--- src/rtl/arb_pkg.sv ---
// Shared definitions for the 8-way round-robin arbiter.
// Latency: n/a (types, constants and pure helper functions only).
// Backpressure: n/a.
//
// Contents: requester count/index width, FSM state encoding, default
// watchdog limit, and the rotate / one-hot helpers used by the arbiter.
package arb_pkg;

  localparam int ARB_N    = 8;   // number of requesters
  localparam int ARB_IDW  = 3;   // width of a requester index
  localparam int ARB_CNTW = 8;   // watchdog counter width

  localparam int unsigned ARB_TIMEOUT_DEFAULT = 255;

  typedef enum logic {
    IDLE = 1'b0,
    BUSY = 1'b1
  } arb_state_e;

  // Rotate right: result bit i is v[(i + sh) mod ARB_N], so the requester
  // sitting at the priority pointer lands on bit 0.
  function automatic logic [ARB_N-1:0] rotr(input logic [ARB_N-1:0]   v,
                                             input logic [ARB_IDW-1:0] sh);
    logic [2*ARB_N-1:0] dbl;
    dbl = {v, v} >> sh;
    return dbl[ARB_N-1:0];
  endfunction

  function automatic logic [ARB_N-1:0] id_to_onehot(input logic [ARB_IDW-1:0] id);
    logic [ARB_N-1:0] oh;
    oh     = '0;
    oh[id] = 1'b1;
    return oh;
  endfunction

endpackage

--- src/rtl/prio_enc_8_3.sv ---
// 8-to-3 lowest-index-first priority encoder with an "any bit set" flag.
// Latency: purely combinational, zero cycles.
// Backpressure: none; output follows the input vector directly.
//
// Ports:
//   vec_i  [7:0]  input vector to encode
//   idx_o  [2:0]  index of the lowest set bit of vec_i (0 when vec_i == 0)
//   any_o         high when any bit of vec_i is set
module prio_enc_8_3
  import arb_pkg::*;
(
  input  logic [ARB_N-1:0]   vec_i,
  output logic [ARB_IDW-1:0] idx_o,
  output logic               any_o
);

  // Scan from the top down so the last hit written is the lowest index.
  always_comb begin
    idx_o = '0;
    for (int i = ARB_N - 1; i >= 0; i--) begin
      if (vec_i[i]) begin
        idx_o = ARB_IDW'(i);
      end
    end
  end

  assign any_o = |vec_i;

endmodule

--- src/rtl/rr_arbiter_8.sv ---
// Round-robin arbiter granting one shared single-transaction resource to 8 requesters.
// Latency: grant registered one cycle after req is sampled in IDLE; one idle bubble per handoff.
// Backpressure: grant is locked until res_done (or the optional watchdog) releases it.
//
// Ports:
//   clk        clock, rising edge
//   resetn     asynchronous active-low reset
//   req[7:0]   request vector, bit i = requester i
//   res_done   one-cycle pulse from the resource ending the current transaction
//   gnt[7:0]   registered one-hot grant, zero when idle
//   gnt_id     binary index of the granted requester, zero when idle
//   gnt_valid  high whenever gnt is nonzero
//   ptr        current highest-priority requester index (debug)
//   timeout    one-cycle pulse on a watchdog forced release
//
// Optional feature macro: ARB_TIMEOUT_EN. When defined, an 8-bit watchdog
// forces release after TIMEOUT_CYCLES busy cycles without res_done. When
// undefined, no counter exists, timeout is tied low and a grant is held
// until res_done.
module rr_arbiter_8
  import arb_pkg::*;
#(
  parameter int unsigned TIMEOUT_CYCLES = ARB_TIMEOUT_DEFAULT  // legal 1..255
) (
  input  logic               clk,
  input  logic               resetn,
  input  logic [ARB_N-1:0]   req,
  input  logic               res_done,
  output logic [ARB_N-1:0]   gnt,
  output logic [ARB_IDW-1:0] gnt_id,
  output logic               gnt_valid,
  output logic [ARB_IDW-1:0] ptr,
  output logic               timeout
);

  arb_state_e         state_q, state_d;
  logic [ARB_N-1:0]   gnt_q, gnt_d;
  logic [ARB_IDW-1:0] gnt_id_q, gnt_id_d;
  logic               gnt_valid_q, gnt_valid_d;
  logic [ARB_IDW-1:0] ptr_q, ptr_d;

  logic [ARB_N-1:0]   req_rot;
  logic [ARB_IDW-1:0] enc_idx;
  logic               enc_any;
  logic [ARB_IDW-1:0] winner;
  logic               expire;      // watchdog forced release this cycle
  logic               release_w;   // BUSY ends at the coming edge

  // Rotate so the pointer position is bit 0; the lowest set bit of the
  // rotated vector is then the first requester at or after ptr.
  assign req_rot = rotr(req, ptr_q);

  prio_enc_8_3 u_enc (
    .vec_i (req_rot),
    .idx_o (enc_idx),
    .any_o (enc_any)
  );

  // Undo the rotation; 3-bit overflow provides the mod-8 wrap.
  assign winner = enc_idx + ptr_q;

`ifdef ARB_TIMEOUT_EN
  localparam logic [ARB_CNTW-1:0] TO_LAST = ARB_CNTW'(TIMEOUT_CYCLES - 1);

  logic [ARB_CNTW-1:0] cnt_q, cnt_d;
  logic                timeout_q;

  // The counter holds the number of completed BUSY cycles; in the
  // TIMEOUT_CYCLES-th BUSY cycle it sits at TIMEOUT_CYCLES-1 and the
  // release lands on that cycle's closing edge. res_done has priority.
  assign expire = (state_q == BUSY) && !res_done && (cnt_q == TO_LAST);

  always_comb begin
    cnt_d = '0;
    if (state_q == BUSY && !res_done && !expire) begin
      cnt_d = cnt_q + ARB_CNTW'(1);
    end
  end

  always_ff @(posedge clk or negedge resetn) begin
    if (!resetn) begin
      cnt_q     <= '0;
      timeout_q <= 1'b0;
    end else begin
      cnt_q     <= cnt_d;
      timeout_q <= expire;
    end
  end

  assign timeout = timeout_q;
`else
  logic [31:0] unused_timeout_cycles;

  assign unused_timeout_cycles = 32'(TIMEOUT_CYCLES);
  assign expire                = 1'b0;
  assign timeout               = 1'b0;
`endif

  assign release_w = (state_q == BUSY) && (res_done || expire);

  // Next-state and register updates. In BUSY nothing but a release may
  // touch the grant, which keeps the outputs free of any req path.
  always_comb begin
    state_d     = state_q;
    gnt_d       = gnt_q;
    gnt_id_d    = gnt_id_q;
    gnt_valid_d = gnt_valid_q;
    ptr_d       = ptr_q;

    case (state_q)
      IDLE: begin
        if (enc_any) begin
          state_d     = BUSY;
          gnt_d       = id_to_onehot(winner);
          gnt_id_d    = winner;
          gnt_valid_d = 1'b1;
        end
      end
      BUSY: begin
        if (release_w) begin
          state_d     = IDLE;
          gnt_d       = '0;
          gnt_id_d    = '0;
          gnt_valid_d = 1'b0;
          ptr_d       = gnt_id_q + ARB_IDW'(1);
        end
      end
      default: begin
        state_d = IDLE;
      end
    endcase
  end

  always_ff @(posedge clk or negedge resetn) begin
    if (!resetn) begin
      state_q     <= IDLE;
      gnt_q       <= '0;
      gnt_id_q    <= '0;
      gnt_valid_q <= 1'b0;
      ptr_q       <= '0;
    end else begin
      state_q     <= state_d;
      gnt_q       <= gnt_d;
      gnt_id_q    <= gnt_id_d;
      gnt_valid_q <= gnt_valid_d;
      ptr_q       <= ptr_d;
    end
  end

  assign gnt       = gnt_q;
  assign gnt_id    = gnt_id_q;
  assign gnt_valid = gnt_valid_q;
  assign ptr       = ptr_q;

`ifndef SYNTHESIS
  a_gnt_onehot0 : assert property (@(posedge clk) disable iff (!resetn)
    $onehot0(gnt));

  a_valid_match : assert property (@(posedge clk) disable iff (!resetn)
    gnt_valid == (gnt != '0));

  a_id_match : assert property (@(posedge clk) disable iff (!resetn)
    gnt_valid |-> (gnt == id_to_onehot(gnt_id)));

  a_grant_locked : assert property (@(posedge clk) disable iff (!resetn)
    (state_q == BUSY && !release_w) |=> $stable(gnt) && $stable(gnt_id));
`endif

endmodule

--- config.mk ---
export PLATFORM = sky130hd
export DESIGN_NAME = rr_arbiter_8
export DESIGN_NICKNAME = d
export VERILOG_FILES = /design/src/rtl/arb_pkg.sv /design/src/rtl/prio_enc_8_3.sv /design/src/rtl/rr_arbiter_8.sv
export SDC_FILE = /design/constraint.sdc
export NUM_CORES = 1
export LEC_CHECK = 0
export CORE_MARGIN = 2
export CORE_UTILIZATION = 40
export CTS_CLUSTER_DIAMETER = 100
export DETAILED_ROUTE_END_ITERATION = 16
export SLEW_MARGIN = 20
export SYNTH_ARGS = -nofsm -noshare
export SYNTH_HDL_FRONTEND = slang
export SYNTH_SLANG_ARGS = --single-unit
--- constraint.sdc ---
create_clock -name clk -period 4.35 [get_ports clk]
set_input_delay 0.435 -clock clk [delete_from_list [all_inputs] [get_ports clk]]
set_output_delay 0.435 -clock clk [all_outputs]
set_load 0.05 [all_outputs]
After elaboration in Yosys (flattened, before gate mapping)
Cells that the tools add are included.
{"block": "classes", "n_addsub": 2, "mul": 0, "n_div": 0, "order_cmp": 2, "n_eq_ne": 2, "shifts": 1, "muxes": 22, "bitwise": 1, "n_reduce_logical": 5}
{"operator": "3-bit two-way mux", "count": 10}
{"operator": "8-bit two-way mux", "count": 2}
{"operator": "8-bit case mux with 2 select lines", "count": 1}
{"operator": "16-bit by 3-bit >> shifter with 8-bit output", "count": 1}
{"operator": "8-bit OR reduction", "count": 1}
{"operator": "3-bit case mux with 2 select lines", "count": 1}
{"operator": "1-bit two-way mux", "count": 5}
{"operator": "3-bit by 4-bit less-than comparator with 1-bit output, second input constant", "count": 1}
{"operator": "1-bit case mux with 2 select lines", "count": 2}
{"operator": "2-bit AND reduction", "count": 2}
{"operator": "3-bit by 1-bit adder with 3-bit output, second input constant", "count": 1}
{"operator": "3-bit adder", "count": 1}
{"operator": "1-bit demux with 3-bit select", "count": 1}
{"operator": "3-bit by 1-bit >= comparator with 1-bit output, second input constant", "count": 1}
{"operator": "1-bit logical AND", "count": 2}
{"operator": "2-bit by 1-bit != test with 1-bit output, second input constant", "count": 1}
{"operator": "2-bit != test, second input constant", "count": 1}
{"operator": "1-bit NOT", "count": 1}
{"block": "totals", "reg_bits": 16, "latchBits": 0, "ram_bits": 0, "rom_bits": 0, "in_bits": 11, "output_inout_bits": 16, "word_cells": 40, "mem_count": 0}

Logic depth before layout (Yosys ltp)
{"block": "depth", "ltp_word": 16, "depth_mapped": 15, "mapped_depth_nobuf": 13}

Modules after synthesis
Synthesis repeated with hierarchy kept, for this count alone.
{"block": "hier_totals", "cells_unflattened": 114, "area_unflattened_um2": 1147.4}
{"mod": "rr_arbiter_8", "instances": 1, "cells_per_inst": 101, "area_each_um2": 1066.0}
{"mod": "prio_enc_8_3", "instances": 1, "cells_per_inst": 13, "area_each_um2": 81.3}

Worst setup path after synthesis
No wires, ideal clock.
{"block": "synth_timing", "path_type": "flip-flop to flip-flop", "startpoint": "reg ptr_q[1], in the netlist ptr[1]", "endpoint": "reg gnt_q[2], in the netlist gnt[2]", "arrival_ns": 3.405, "path_slack_ns": 0.824, "path_stages_with_launch": 15, "period_less_slack_ns": 3.526, "path_cell_list": "dfrtp_1 > buf_4 > buf_2 > buf_2 > nand2_1 > o21ai_0 > a21oi_1 > or4b_2 > o221ai_1 > ha_1 > inv_1 > fa_1 > buf_1 > nor3_1 > a22o_1"}
{"block": "synth_between", "elab_chain_len": 16}
{"item": "start, declared", "line_no": "rr_arbiter_8.sv:40", "rtl": "logic [ARB_IDW-1:0] ptr_q, ptr_d;"}
{"item": "start signal, assigned", "line_no": "rr_arbiter_8.sv:146", "rtl": "ptr_q <= ptr_d;"}
{"item": "16-bit by 3-bit >> shifter with 8-bit output", "line_no": "arb_pkg.sv:25", "rtl": "dbl = {v, v} >> sh;"}
{"item": "3-bit two-way mux (8 in a row)", "line_no": "prio_enc_8_3.sv:21", "rtl": "if (vec_i[i]) begin"}
{"item": "3-bit adder", "line_no": "rr_arbiter_8.sv:60", "rtl": "assign winner = enc_idx + ptr_q;"}
{"item": "3-bit by 4-bit less-than comparator with 1-bit output (not written as such) or 3-bit by 1-bit >= comparator with 1-bit output (tied branches)", "line_no": "arb_pkg.sv:32", "rtl": "oh[id] = 1'b1;"}
{"item": "1-bit logical AND (not written as such)", "line_no": "arb_pkg.sv:32"}
{"item": "1-bit two-way mux (not written as such)", "line_no": "arb_pkg.sv:32"}
{"item": "1-bit demux with 3-bit select", "line_no": "arb_pkg.sv:32"}
{"item": "8-bit two-way mux", "line_no": "rr_arbiter_8.sv:112", "rtl": "if (enc_any) begin"}
{"item": "8-bit case mux with 2 select lines", "line_no": "rr_arbiter_8.sv:110", "rtl": "case (state_q)"}
{"item": "end signal, assigned", "line_no": "rr_arbiter_8.sv:143", "rtl": "gnt_q <= gnt_d;"}
{"item": "end, declared", "line_no": "rr_arbiter_8.sv:37", "rtl": "logic [ARB_N-1:0] gnt_q, gnt_d;"}
Parallel ways exist; a longest one is shown, timed or not. The select of a mux whose other input is x is not followed.
A chain may end at the register's enable or synchronous reset.

Worst setup path in the final report
{"block": "layout_timing", "startpoint": "in req[5]", "endpoint": "reg gnt_q[1], in the netlist gnt[1]"}
{"block": "layout_between", "elab_chain_len": 16}
{"item": "start, declared", "line_no": "rr_arbiter_8.sv:27", "rtl": "input logic [ARB_N-1:0] req,"}
{"item": "16-bit by 3-bit >> shifter with 8-bit output *", "line_no": "arb_pkg.sv:25"}
{"item": "3-bit two-way mux (8 in a row)", "line_no": "prio_enc_8_3.sv:21"}
{"item": "3-bit adder", "line_no": "rr_arbiter_8.sv:60"}
{"item": "3-bit by 4-bit less-than comparator with 1-bit output (not written as such) or 3-bit by 1-bit >= comparator with 1-bit output (tied branches)", "line_no": "arb_pkg.sv:32"}
{"item": "1-bit logical AND (not written as such)", "line_no": "arb_pkg.sv:32"}
{"item": "1-bit two-way mux (not written as such)", "line_no": "arb_pkg.sv:32"}
{"item": "1-bit demux with 3-bit select", "line_no": "arb_pkg.sv:32"}
{"item": "8-bit two-way mux", "line_no": "rr_arbiter_8.sv:112"}
{"item": "8-bit case mux with 2 select lines", "line_no": "rr_arbiter_8.sv:110"}
Every way passes the cells marked *; elsewhere a longest branch is shown, timed or not. The select of a mux whose other input is x is not followed.

==> out/metrics.cfg <==
[floorplan]
fp-row-count=22
start_util_pct=41.62
dieArea_mm2=0.004349
core_area_mm2=0.003689
fp.dieH_um=65.95
io_pins=27
die_w_um=65.95

[timing]
rsz0062_at_grt=false
finalMaxSlewViolations=0
fmax_mhz=285.8
holdWs_ns=0.4850
tns_ns=0
slew_headroom_pct=52.08
min_period_over_period_pct=80.43
period_minus_slack_ns=3.499
setup_viol=0
clock_skew_ns=0.001592
finalHoldViolations=0
worst_pin_slew_ns=0.7166

[synth]
syn_inst=183
synth-simple-area-share_pct=23.72
postSynthAreaPerCell_um2=8.389
synthArstFlopShare_pct=100.0
ys_seq_area_share_pct=26.08
synth_most_common_cell=nor2_1
synth_area_mm2=0.001535
synth-main-ff-cell=dfrtp_1
ys_warn_count=0
synth_top_family_by_area=compound AO/OA/AOI/OAI gates
synth_nets=197
synth.area.mux_share_pct=13.53
yosys.area.top_type=dfrtp_1
netlist_top_cells_area=dfrtp_1, nor2_1, mux2i_1
synth_compound_area_share_pct=23.88
synth_commonest_cells=nor2_1, nand2_1, dfrtp_1, a21oi_1, nor3_1
synthXorXnorAreaFrac_pct=2.363
synth.distinct_cells=52
ys_ff_latch=16
synth_edf_count=0
synthAdderAreaFrac_pct=2.934
yosysTopAreaCellShare_pct=26.08

[status]
status=finished, final reports clean

[clock_tree]
cts_root_buffer=clkbuf_8
cts_tree=yes
clkSinkCount=16
cts_made_buffers=3
cts_setup_buffers=0
htree_levels=1
cts-hold-fix-buffers=0
cts_buffer_depth=2
path_clk_slew_ns=0.06
insertion_delay_ns=0.25
postCtsResizedCells=0

[critical_path]
worst_ep_required_time_ns=4.49
path_cells=clkdlybuf4s50_1 > mux2_2 > o21ai_0 > a21oi_1 > or4b_2 > o221ai_1 > ha_1 > inv_1 > fa_1 > and3_1 > a22o_1
reg2reg_from=ptr[2]$_DFFE_PN0P_
rrSetupSlack_ns=0.98
crit_fanout=10
r2r-end=gnt[1]$_DFFE_PN0P_
arrival_ns=3.64
worst_path_largest_cell_delay_ns=0.61
cp_slowest_cell=or4b_2
ff2ff_path_depth=10
start_kind=input pin
crit_type=in -> reg
critPathCaptureType=flip-flop

[global_routing]
grt_pass1_vias=1368
track_usage_pct=19.23
grt_pass1_wl_um=6527
grt_use_met1_pct=24.84
overflow=0
grt_busiest_layer=met2
antenna_found_initial=0
grt_max_degree=43
globalRouteMet3Util_pct=1.193
grt_util_met2_pct=32.83

[routing]
firstDrtPassIters=5
viasPerCell=6.004
wl_per_cell_um=15.84
vias=1471
antenna_left=0
routed_wl_um=3882
remaining_drc_errors=0
first_iter_violations=182

[hold_path]
hold_path_depth=2
min_to=gnt[6]$_DFFE_PN0P_
hold_path.startpoint=gnt[6]$_DFFE_PN0P_
hold_path.class=reg -> reg

[job]
drv_cap=0

[placed_design]
port_buffers=25
hpwl_um=2897
place.gp.congestion=0.8546
dp_cells=241

[final_layout]
fin_cells=245
drive_above_1_share_pct=11.17
diodes=0
nFillCells=352
final_nets=212
areaGrowthSynthToFinish_pct=20.29

[power_and_ir_drop]
p_per_area_mw_per_mm2=742.0
ir_drop_mv=0.5024
leakagePower_uw=0.0007200

-- worst max path at each step --
stage / from / endpoint / slack [ns] / cells past startpoint
global route: req[5] / gnt_id[1]$_DFFE_PN0P_ / 0.61 / 12
global placement: req[5] / gnt[0]$_DFFE_PN0P_ / 0.59 / 11
finish: req[5] / gnt[1]$_DFFE_PN0P_ / 0.85 / 11
detailed placement: req[1] / gnt[0]$_DFFE_PN0P_ / 0.65 / 11
floorplan: ptr[1]$_DFFE_PN0P_ / gnt[2]$_DFFE_PN0P_ / 0.82 / 14
CTS: req[1] / gnt_id[1]$_DFFE_PN0P_ / 0.90 / 12
-- worst max-delay path: cells and delay by family --
family	cells	cell delay [ns]
AO/OA/AOI/OAI	4	0.59
adder cells (fa/ha/maj)	2	0.76
buffers and inverters	2	0.65
multiplexers	1	0.36
AND/OR/NAND/NOR	2	0.84
-- state kept, by name (all words and copies together), names as in the netlist --
name / flops
gnt: 8
gnt_id: 3
gnt_valid: 1
ptr: 3
state_q: 1
-- cells by family (layout without fill, tap and decap cells) --
group           Yosys count  in the layout
compound gates           47             47
xor+xnor                  2              2
fa+ha+maj                 3              3
buf+inv                  25             39
flops                    16             16
mux                      16             16
other cells               1              1
simple gates             73             73
-- final cells by class --
| class | instances | area [µm²] | area share (%) |
|---|---|---|---|
| clock buffer | 4 | 55.05 | 2.981 |
| tap | 48 | 60.06 | 3.252 |
| sequential | 16 | 400.4 | 21.68 |
| inverter | 8 | 30.03 | 1.626 |
| timing repair buffer | 27 | 277.8 | 15.04 |
| multi-input combinational | 142 | 1023 | 55.42 |
-- cell usage in the layout, fill, tap and decap left out, types with 2 or more instances in the layout --
cell type | synthesis | final
clkdlybuf4s50_1 | 0 | 25
nor2_1 | 22 | 22
nand2_1 | 17 | 17
dfrtp_1 | 16 | 16
a21oi_1 | 13 | 13
nor3_1 | 10 | 10
inv_1 | 8 | 8
mux2i_1 | 7 | 7
o21ai_0 | 4 | 4
nand3b_1 | 4 | 4
mux2_2 | 4 | 4
clkbuf_8 | 0 | 4
nand4b_1 | 3 | 3
mux4_2 | 3 | 3
a211oi_2 | 3 | 3
nand2b_1 | 3 | 3
nand3_1 | 3 | 3
nor4_1 | 3 | 3
o21ai_1 | 3 | 3
a22o_1 | 3 | 3
a311oi_1 | 2 | 2
nor2b_1 | 2 | 2
a32oi_1 | 2 | 2
o21a_1 | 2 | 2
a22oi_1 | 2 | 2
and3_1 | 2 | 2
ha_1 | 2 | 2
-- power by group --
group / internal [µW] / leakage [µW] / switching, µW
registers: 206 / 0.000207 / 63.0
clock network: 80.4 / 0.0000288 / 52.3
logic: 368 / 0.000484 / 600
total: 654 / 0.000720 / 716
-- layer usage --
| metal | up-vias | share of wire (%) |
|---|---|---|
| met5 | - | 0 |
| met4 | 0 | 2.6 |
| met3 | 11 | 5.4 |
| met2 | 72 | 49 |
| met1 | 686 | 43 |
| li1 | 702 | - |
-- through the flow --
step	cell area [µm²]	setup WS, ns	power, µW	util (%)
6_report	1847	0.8515	1370	50.07
2_1_floorplan	1535	0.8239	1002	-
3_5_place_dp	1792	0.6500	1234	48.58
3_3_place_gp	1792	0.5941	1222	48.58
4_1_cts	1847	0.8963	1376	50.07
5_1_grt	1847	0.6114	1466	50.07
(Power assumes the default switching activity.)
